===== config.mk =====
export PLATFORM = sky130hd
export DESIGN_NAME = dm_access_ctrl
export DESIGN_NICKNAME = d
export VERILOG_FILES = /design/src/rtl/dm_access_ctrl.sv
export SDC_FILE = /design/constraint.sdc
export NUM_CORES = 1
export LEC_CHECK = 0
export CORE_ASPECT_RATIO = 1.75
export CORE_MARGIN = 3
export CORE_UTILIZATION = 60
export CTS_CLUSTER_DIAMETER = 120
export DETAILED_ROUTE_END_ITERATION = 8
export DONT_BUFFER_PORTS = 1
export HOLD_SLACK_MARGIN = 0.15
export PLACE_DENSITY = 0.81
export SETUP_SLACK_MARGIN = 0.05
export SKIP_CTS_REPAIR_TIMING = 1
export SYNTH_ARGS = -nofsm -noshare
export SYNTH_HDL_FRONTEND = slang
export SYNTH_SLANG_ARGS = --single-unit

===== constraint.sdc =====
create_clock -name clk -period 2.4 [get_ports clk]
set_clock_uncertainty 0.2 [all_clocks]
set_input_delay 0.24 -clock clk [delete_from_list [all_inputs] [get_ports clk]]
set_output_delay 0.24 -clock clk [all_outputs]
set_load 0.01 [all_outputs]

===== src/rtl/dm_access_ctrl.sv =====
// MEM-stage data-memory access controller.
// Checks load/store alignment, builds byte enables and lane-replicated write
// data, runs a req/ack handshake to a variable-latency word RAM, and returns
// the raw load word plus its type and low address bits to the load extender.
module dm_access_ctrl #(
  parameter int AW = 32
) (
  input  logic          clk,
  input  logic          reset,
  input  logic          mem_req_i,
  input  logic          mem_we_i,
  input  logic [1:0]    store_type_i,
  input  logic [2:0]    load_type_i,
  input  logic [AW-1:0] addr_i,
  input  logic [31:0]   wdata_i,
  output logic          stall_o,
  output logic          done_o,
  output logic [31:0]   rdata_o,
  output logic [2:0]    ld_type_o,
  output logic [1:0]    ld_addr_o,
  output logic          adel_o,
  output logic          ades_o,
  output logic          ram_req_o,
  output logic          ram_we_o,
  output logic [3:0]    ram_be_o,
  output logic [AW-1:0] ram_addr_o,
  output logic [31:0]   ram_wdata_o,
  input  logic          ram_ack_i,
  input  logic [31:0]   ram_rdata_i
);

  typedef enum logic [1:0] {
    ST_IDLE = 2'd0,
    ST_REQ  = 2'd1,
    ST_DONE = 2'd2
  } state_t;

  // Byte enables for a store of the given size at the given byte offset.
  function automatic logic [3:0] f_store_be(input logic [1:0] st, input logic [1:0] a);
    case (st)
      2'b00:   f_store_be = 4'b0001 << a;
      2'b01:   f_store_be = a[1] ? 4'b1100 : 4'b0011;
      2'b10:   f_store_be = 4'b1111;
      default: f_store_be = 4'b0000;
    endcase
  endfunction

  // Store data replicated onto every lane the access could hit.
  function automatic logic [31:0] f_store_wdata(input logic [1:0] st, input logic [31:0] d);
    case (st)
      2'b00:   f_store_wdata = {4{d[7:0]}};
      2'b01:   f_store_wdata = {2{d[15:0]}};
      2'b10:   f_store_wdata = d;
      default: f_store_wdata = 32'h0000_0000;
    endcase
  endfunction

  state_t        r_state, w_state_nxt;
  logic          w_bad;
  logic [2:0]    r_lt, w_lt_nxt;
  logic [1:0]    r_la, w_la_nxt;
  logic          w_req_nxt, w_we_nxt, w_done_nxt, w_adel_nxt, w_ades_nxt;
  logic [3:0]    w_be_nxt;
  logic [AW-1:0] w_addr_nxt;
  logic [31:0]   w_wdata_nxt, w_rdata_nxt;
  logic [2:0]    w_ld_type_nxt;
  logic [1:0]    w_ld_addr_nxt;

  // Misaligned or illegal-encoding detection for the access presented in IDLE.
  always_comb begin
    w_bad = 1'b0;
    if (mem_we_i) begin
      case (store_type_i)
        2'b00:   w_bad = 1'b0;
        2'b01:   w_bad = addr_i[0];
        2'b10:   w_bad = |addr_i[1:0];
        default: w_bad = 1'b1;
      endcase
    end else begin
      case (load_type_i)
        3'b000, 3'b001: w_bad = 1'b0;
        3'b010, 3'b011: w_bad = addr_i[0];
        3'b100:         w_bad = |addr_i[1:0];
        default:        w_bad = 1'b1;
      endcase
    end
  end

  // Pipeline freeze: a legal request being accepted, or waiting for the RAM.
  assign stall_o = ((r_state == ST_IDLE) && mem_req_i && !w_bad) || (r_state == ST_REQ);

  // State register.
  always_ff @(posedge clk or negedge reset) begin
    if (!reset) begin
      r_state <= ST_IDLE;
    end else begin
      r_state <= w_state_nxt;
    end
  end

  // Next-state logic.
  always_comb begin
    w_state_nxt = r_state;
    case (r_state)
      ST_IDLE: begin
        if (mem_req_i && !w_bad) begin
          w_state_nxt = ST_REQ;
        end else begin
          w_state_nxt = ST_IDLE;
        end
      end
      ST_REQ: begin
        if (ram_ack_i) begin
          w_state_nxt = ST_DONE;
        end else begin
          w_state_nxt = ST_REQ;
        end
      end
      ST_DONE: w_state_nxt = ST_IDLE;
      default: w_state_nxt = ST_IDLE;
    endcase
  end

  // Output logic: next values of every registered output.
  always_comb begin
    w_req_nxt     = ram_req_o;
    w_we_nxt      = ram_we_o;
    w_be_nxt      = ram_be_o;
    w_addr_nxt    = ram_addr_o;
    w_wdata_nxt   = ram_wdata_o;
    w_rdata_nxt   = rdata_o;
    w_ld_type_nxt = ld_type_o;
    w_ld_addr_nxt = ld_addr_o;
    w_lt_nxt      = r_lt;
    w_la_nxt      = r_la;
    w_done_nxt    = 1'b0;
    w_adel_nxt    = 1'b0;
    w_ades_nxt    = 1'b0;
    case (r_state)
      ST_IDLE: begin
        if (mem_req_i && w_bad) begin
          // Faulting access completes at once with an address-error pulse.
          w_done_nxt = 1'b1;
          w_adel_nxt = ~mem_we_i;
          w_ades_nxt = mem_we_i;
        end else if (mem_req_i) begin
          w_req_nxt  = 1'b1;
          w_we_nxt   = mem_we_i;
          w_addr_nxt = {addr_i[AW-1:2], 2'b00};
          if (mem_we_i) begin
            w_be_nxt    = f_store_be(store_type_i, addr_i[1:0]);
            w_wdata_nxt = f_store_wdata(store_type_i, wdata_i);
          end else begin
            w_be_nxt    = 4'b1111;
            w_wdata_nxt = 32'h0000_0000;
            w_lt_nxt    = load_type_i;
            w_la_nxt    = addr_i[1:0];
          end
        end else begin
          w_req_nxt = 1'b0;
        end
      end
      ST_REQ: begin
        if (ram_ack_i) begin
          w_req_nxt  = 1'b0;
          w_we_nxt   = 1'b0;
          w_be_nxt   = 4'b0000;
          w_done_nxt = 1'b1;
          if (!ram_we_o) begin
            w_rdata_nxt   = ram_rdata_i;
            w_ld_type_nxt = r_lt;
            w_ld_addr_nxt = r_la;
          end else begin
            w_rdata_nxt = rdata_o;
          end
        end else begin
          w_req_nxt = ram_req_o;
        end
      end
      ST_DONE: w_done_nxt = 1'b0;
      default: w_done_nxt = 1'b0;
    endcase
  end

  // Registered outputs and the latched load descriptor.
  always_ff @(posedge clk or negedge reset) begin
    if (!reset) begin
      ram_req_o   <= 1'b0;
      ram_we_o    <= 1'b0;
      ram_be_o    <= 4'b0000;
      ram_addr_o  <= {AW{1'b0}};
      ram_wdata_o <= 32'h0000_0000;
      rdata_o     <= 32'h0000_0000;
      ld_type_o   <= 3'b000;
      ld_addr_o   <= 2'b00;
      done_o      <= 1'b0;
      adel_o      <= 1'b0;
      ades_o      <= 1'b0;
      r_lt        <= 3'b000;
      r_la        <= 2'b00;
    end else begin
      ram_req_o   <= w_req_nxt;
      ram_we_o    <= w_we_nxt;
      ram_be_o    <= w_be_nxt;
      ram_addr_o  <= w_addr_nxt;
      ram_wdata_o <= w_wdata_nxt;
      rdata_o     <= w_rdata_nxt;
      ld_type_o   <= w_ld_type_nxt;
      ld_addr_o   <= w_ld_addr_nxt;
      done_o      <= w_done_nxt;
      adel_o      <= w_adel_nxt;
      ades_o      <= w_ades_nxt;
      r_lt        <= w_lt_nxt;
      r_la        <= w_la_nxt;
    end
  end

endmodule


==> results of run 1 <==
==> kinds of logic after synthesis <==
kind of cell	Yosys count
compound gates	80
buf+inv	26
flops	115
mux	80
other cells	1
simple gates	64
==> cell usage after synthesis <==
master	instances	area (µm²)
dfrtp_1	115	2880
mux2_2	71	800
a21oi_1	21	105
nand2_1	18	67.6
o2bb2ai_1	16	140
nor2_1	14	52.6
o21ai_0	12	60.1
a21o_1	10	75.1
a22o_1	10	87.6
nor2b_1	9	56.3
mux2i_1	8	80.1
nand3_1	8	40.0
buf_2	7	35.0
buf_4	7	52.6
clkbuf_1	5	18.8
a22oi_1	4	30.0
buf_6	4	45.0
nor3_1	3	15.0
or2_2	3	18.8
a21oi_2	2	17.5
a32o_1	2	20.0
inv_1	2	7.51
o211ai_4	2	42.5
and2_1	1	6.26
clkbuf_2	1	5.00
conb_1	1	3.75
mux2_1	1	11.3
nand2b_1	1	6.26
nand3b_2	1	11.3
nor2_2	1	6.26
nor3_4	1	16.3
nor3b_4	1	18.8
nor4_4	1	21.3
o21ai_1	1	5.00
or2b_1	1	7.51
or3b_2	1	8.76
==> metrics by stage <==
step / hold WS (ns) / setup WS [ns]
global placement: -0.253 / 0.320
detailed placement: -0.253 / 0.232
floorplan: -0.256 / 0.465
CTS: -0.682 / 0.0298
==> results.cfg, run 1 <==
[floorplanning]
initial_utilization_pct = 63.1
io_pins = 217
rows = 42
die_h_um = 125
die_w_um = 74.1

[clocking]
root_buffer = clkbuf_16
htree_num_levels = 4
cts.sinks = 115
clockBufferDepth = 2
cts_buffers = 17

[placement]
place_congestion = 0.757
port_buffers = 0
placed_cells_incl_taps = 437
dpl.hpwl_mm = 7.67
placed_area_um2 = 4900

[yosys]
syn_inst = 366
synth_compound_area_share_pct = 12.0
synth-simple-area-share_pct = 7.24
synth-xor-area-share_pct = 0
synth_fa_ha_area_share_pct = 0
ys_seq_elements = 115
synth-warning-count = 0
muxShareOfSynthArea_pct = 18.3
synthesis.area_um2 = 4870
avgSynthCellArea_um2 = 13.3
synth_top_family_by_area = multiplexers
synth_seq_area_share_pct = 59.1
synth_cell_types = 36

[run_status]
error = [ERROR RSZ-0060] Max buffer count reached.
run_status = did not finish
stop_stage = global routing (5_1_grt)

[sta]
worst_endpoint = stall_o
endpoint_type = primary output

[global_routing]
grt_max_degree = 116
==> run 2, diff against run 1 <==
Settings changed: CORE_ASPECT_RATIO 1.75 to not set, CORE_UTILIZATION 60 to 40, CTS_CLUSTER_DIAMETER 120 to not set, HOLD_SLACK_MARGIN 0.15 to not set, PLACE_DENSITY 0.81 to not set, PLACE_DENSITY_LB_ADDON set to 0.15, SETUP_SLACK_MARGIN 0.05 to not set.
==> run 2 against run 1 <==
  * Synthesized cell count did not move
  * Synthesized area did not move
  * The flow now finishes, with violations (negative hold slack)
==> results.cfg, run 2 <==
[final_layout]
stdcell_count = 637
area_growth_pct = 36.7
final_cell_mix = dfrtp_1 (114), dlygate4sd3_1 (105), mux2_2 (71)
final_common_cell = dfrtp_1
reg.largest.list = ram_wdata_o x32, rdata_o x32, ram_addr_o x30
diodes = 0
drive_gt1_share_pct = 25.7
fillers = 966
nets = 589

[yosys]
avgSynthCellArea_um2 = 13.3
yosys-top-cells-count = dfrtp_1 (115), mux2_2 (71), a21oi_1 (21)
synth_seq_area_share_pct = 59.1
ys_seq_elements = 115
netlist.top_cell.by_area = dfrtp_1
synth-warning-count = 0
synth_cell_types = 36
synthesis.area_um2 = 4870
synth_enable_flop_cells = 0
synthArstFlopShare_pct = 100
synth.most_common_cell = dfrtp_1
ys.flop_type = dfrtp_1
synth_top_cells_by_area = dfrtp_1 (59%), mux2_2 (16%), o2bb2ai_1 (2.9%)
syn_inst = 366
synth_top_area_share_pct = 59.1

[power]
irDropWorstVdd_uv = 385
totalPowerFinal_mw = 6.93
power.density_nw_per_um2 = 1040
p_leak_nw = 2.93

[sta]
post-route-period-util_pct = 96.3
max_freq_mhz = 433
finalHoldViolCount = 119
slew_violations = 0
tightest_slew_ns = 0.704
whs_ns = -0.660
tns_ns = 0
rsz0062_at_grt = no
slew_headroom_pct = 52.9
fin_crit_ns = 2.31
setup_viol = 0

[global_routing]
antenna_found_initial = 0
grt_use_met3_pct = 7.56
grt_pass1_vias = 2969
grt_remaining_overflow = 0
use_met2_pct = 26.7
top_usage_layer = met2
grt.total_usage_pct = 16.4
grt_first_pass_wirelength_mm = 16.8
grt.met1_usage_pct = 19.0
grt_max_degree = 116

[min_path]
holdCritPathClass = primary input to asynchronous set/reset pin

[placement]
port_buffers = 0
placed_cells_incl_taps = 496
dpl.hpwl_mm = 8.16
place_congestion = 0.720

[drt]
drt-total-wl_mm = 13.1
wl_per_cell_um = 20.6
drc_errors = 0
drt_pass1_iterations = 5
vias = 3462
drt-initial-drc-count = 227
ant_nets = 0
via_per_inst = 5.43

[clocking]
cts.sinks = 115
cts_tree = built
clk_pin_slew_worst_paths_ns = 0.05
htree_num_levels = 4
cts_buffers = 17
root_buffer = clkbuf_16
clockBufferDepth = 2
clk_latency_ns = 0.40

[floorplanning]
dieArea_um2 = 13500
die_w_um = 116
initial_utilization_pct = 41.8
fp.coreArea_um2 = 11700
die_h_um = 116
rows = 39
io_pins = 217

[setup_path]
critPathMaxFanout = 14
critPathKind = register to output pin
worstSetupStartpointType = register
critPathArrivalTime_ns = 1.87
crit_path_end_kind = output pin
required_ns = 1.96

[job]
cap_violations = 0

[run_status]
run_status = complete, but fails checks
violations = negative hold slack
-- run 2: cell counts after synthesis --
Identical to the previous run, type by type.
-- run 2: critical path, stage by stage, from the launching register on --
cell and delay [ns]:
dfrtp_2 0.44, nor3b_4 0.38, o211ai_4 0.15, and2_4 0.19, buf_6 0.14, nand2_1 0.06, buf_4 0.11
-- run 2: power by group --
| part | leakage (nW) | internal, mW | switching, mW |
|---|---|---|---|
| sequential | 1.43 | 2.63 | 0.839 |
| clock | 0.274 | 1.56 | 0.803 |
| combinational | 1.23 | 0.717 | 0.388 |
-- run 2: path summary, 6_finish.rpt --
check	from	slack (ns)	cells after the start	to
setup reg to reg	r_state[0]	0.27	6	ram_addr_o[30]
hold reg to reg	r_lt[1]	0.30	1	ld_type_o[1]
hold / removal	reset	-0.66	0	ram_addr_o[31]
max in group asynchronous	reset	2.44	0	rdata_o[24]
setup / recovery	r_state[0]	0.09	6	stall_o
min in group clk	addr_i[1]	-0.04	2	ades_o
-- run 2: final cells by class --
| class | count | area (µm²) | share of cell area [%] |
|---|---|---|---|
| clock inverters | 6 | 80.1 | 1.20 |
| well taps | 143 | 179 | 2.69 |
| repair buffers | 121 | 1200 | 18.0 |
| inverters | 2 | 7.51 | 0.113 |
| multi-input cells | 226 | 1840 | 27.7 |
| clock buffers | 24 | 472 | 7.08 |
| flip-flops and latches | 115 | 2880 | 43.2 |
-- run 2: through the flow --
step           utilization (%)  setup slack [ns]  instance area, µm²
6_report                  57.1            0.0883                6660
5_1_grt                   57.1           0.00586                6660
3_3_place_gp              42.9             0.349                5000
3_5_place_dp              42.9             0.310                5000
4_1_cts                   47.6           -0.0582                5560
2_1_floorplan                -             0.465                4880
-- run 2: logic make-up (layout without fill, tap and decap cells) --
family | count (synthesis) | count (layout) | share of synthesized area, %
DFF | 115 | 115 | 59.1
and+or+nand+nor | 64 | 64 | 7.24
muxes | 80 | 80 | 18.3
buffers and inverters | 26 | 153 | 3.36
other | 1 | 2 | 0.0770
AOI/OAI and AO/OA | 80 | 80 | 12.0
-- run 2: per-layer routing --
layer  up-vias  part of all wire [%]
met5         -                     0
met4         0                   1.0
met3        11                   9.0
met2       161                    52
met1      1731                    38
li1       1559                     -
Note: power is estimated with default switching activity, not from simulation.
==> run 3, diff against run 2 <==
Settings changed: CORE_ASPECT_RATIO set to 1.75, PLACE_DENSITY_LB_ADDON 0.15 to not set.
==> run 3 against run 2 <==
  * Synthesized cell count unchanged
  * The run now fails in global routing (5_1_grt)
  * Synthesized area unchanged
==> results.cfg, run 3 <==
[floorplanning]
initial_utilization_pct = 41.6
io_pins = 217
die_w_um = 89.4
rows = 52
die_h_um = 152

[yosys]
synth_top_family_by_area = multiplexers
synthesis.area_um2 = 4870
yosys-top-cells-count = dfrtp_1 (115), mux2_2 (71), a21oi_1 (21)
synth_enable_flop_cells = 0
synth_fa_ha_area_share_pct = 0
synth-xor-area-share_pct = 0
synth_cell_types = 36
ys_seq_elements = 115
syn_inst = 366
synth-simple-area-share_pct = 7.24
avgSynthCellArea_um2 = 13.3
muxShareOfSynthArea_pct = 18.3
synth_top_cells_by_area = dfrtp_1 (59%), mux2_2 (16%), o2bb2ai_1 (2.9%)
synth_compound_area_share_pct = 12.0
synth.most_common_cell = dfrtp_1
netlist.top_cell.by_area = dfrtp_1
synth_seq_area_share_pct = 59.1
ys.flop_type = dfrtp_1
synthArstFlopShare_pct = 100
synth_top_area_share_pct = 59.1
synth-warning-count = 0

[placement]
place_congestion = 0.769
port_buffers = 0
dp_worst_setup_slack_ns = 0.253
placed_area_um2 = 4970
dpl.hpwl_mm = 8.27
placed_cells_incl_taps = 485

[run_status]
run_status = did not finish
stop_stage = global routing (5_1_grt)
error = [ERROR RSZ-0060] Max buffer count reached.

[clocking]
cts.sinks = 115
cts_buffers = 17
htree_num_levels = 4
root_buffer = clkbuf_16
clockBufferDepth = 2

[sta]
endpoint_type = primary output
worst_endpoint = stall_o

[global_routing]
grt_max_degree = 116
==> run 3: cell counts after synthesis <==
Identical to the previous run, type by type.
==> run 3: cells by family after synthesis <==
kind of cell           count (synthesis)
other                                  1
AND/OR/NAND/NOR                       64
flip-flops                           115
buffers and inverters                 26
AO/OA/AOI/OAI                         80
multiplexers                          80
==> run 3: metrics by stage <==
stage | utilization, % | hold slack [ns] | setup TNS (ns)
after floorplan | - | -0.256 | 0
after global placement | 42.4 | -0.252 | 0
after detailed placement | 42.4 | -0.252 | 0
after CTS | 48.0 | -0.684 | -0.00992
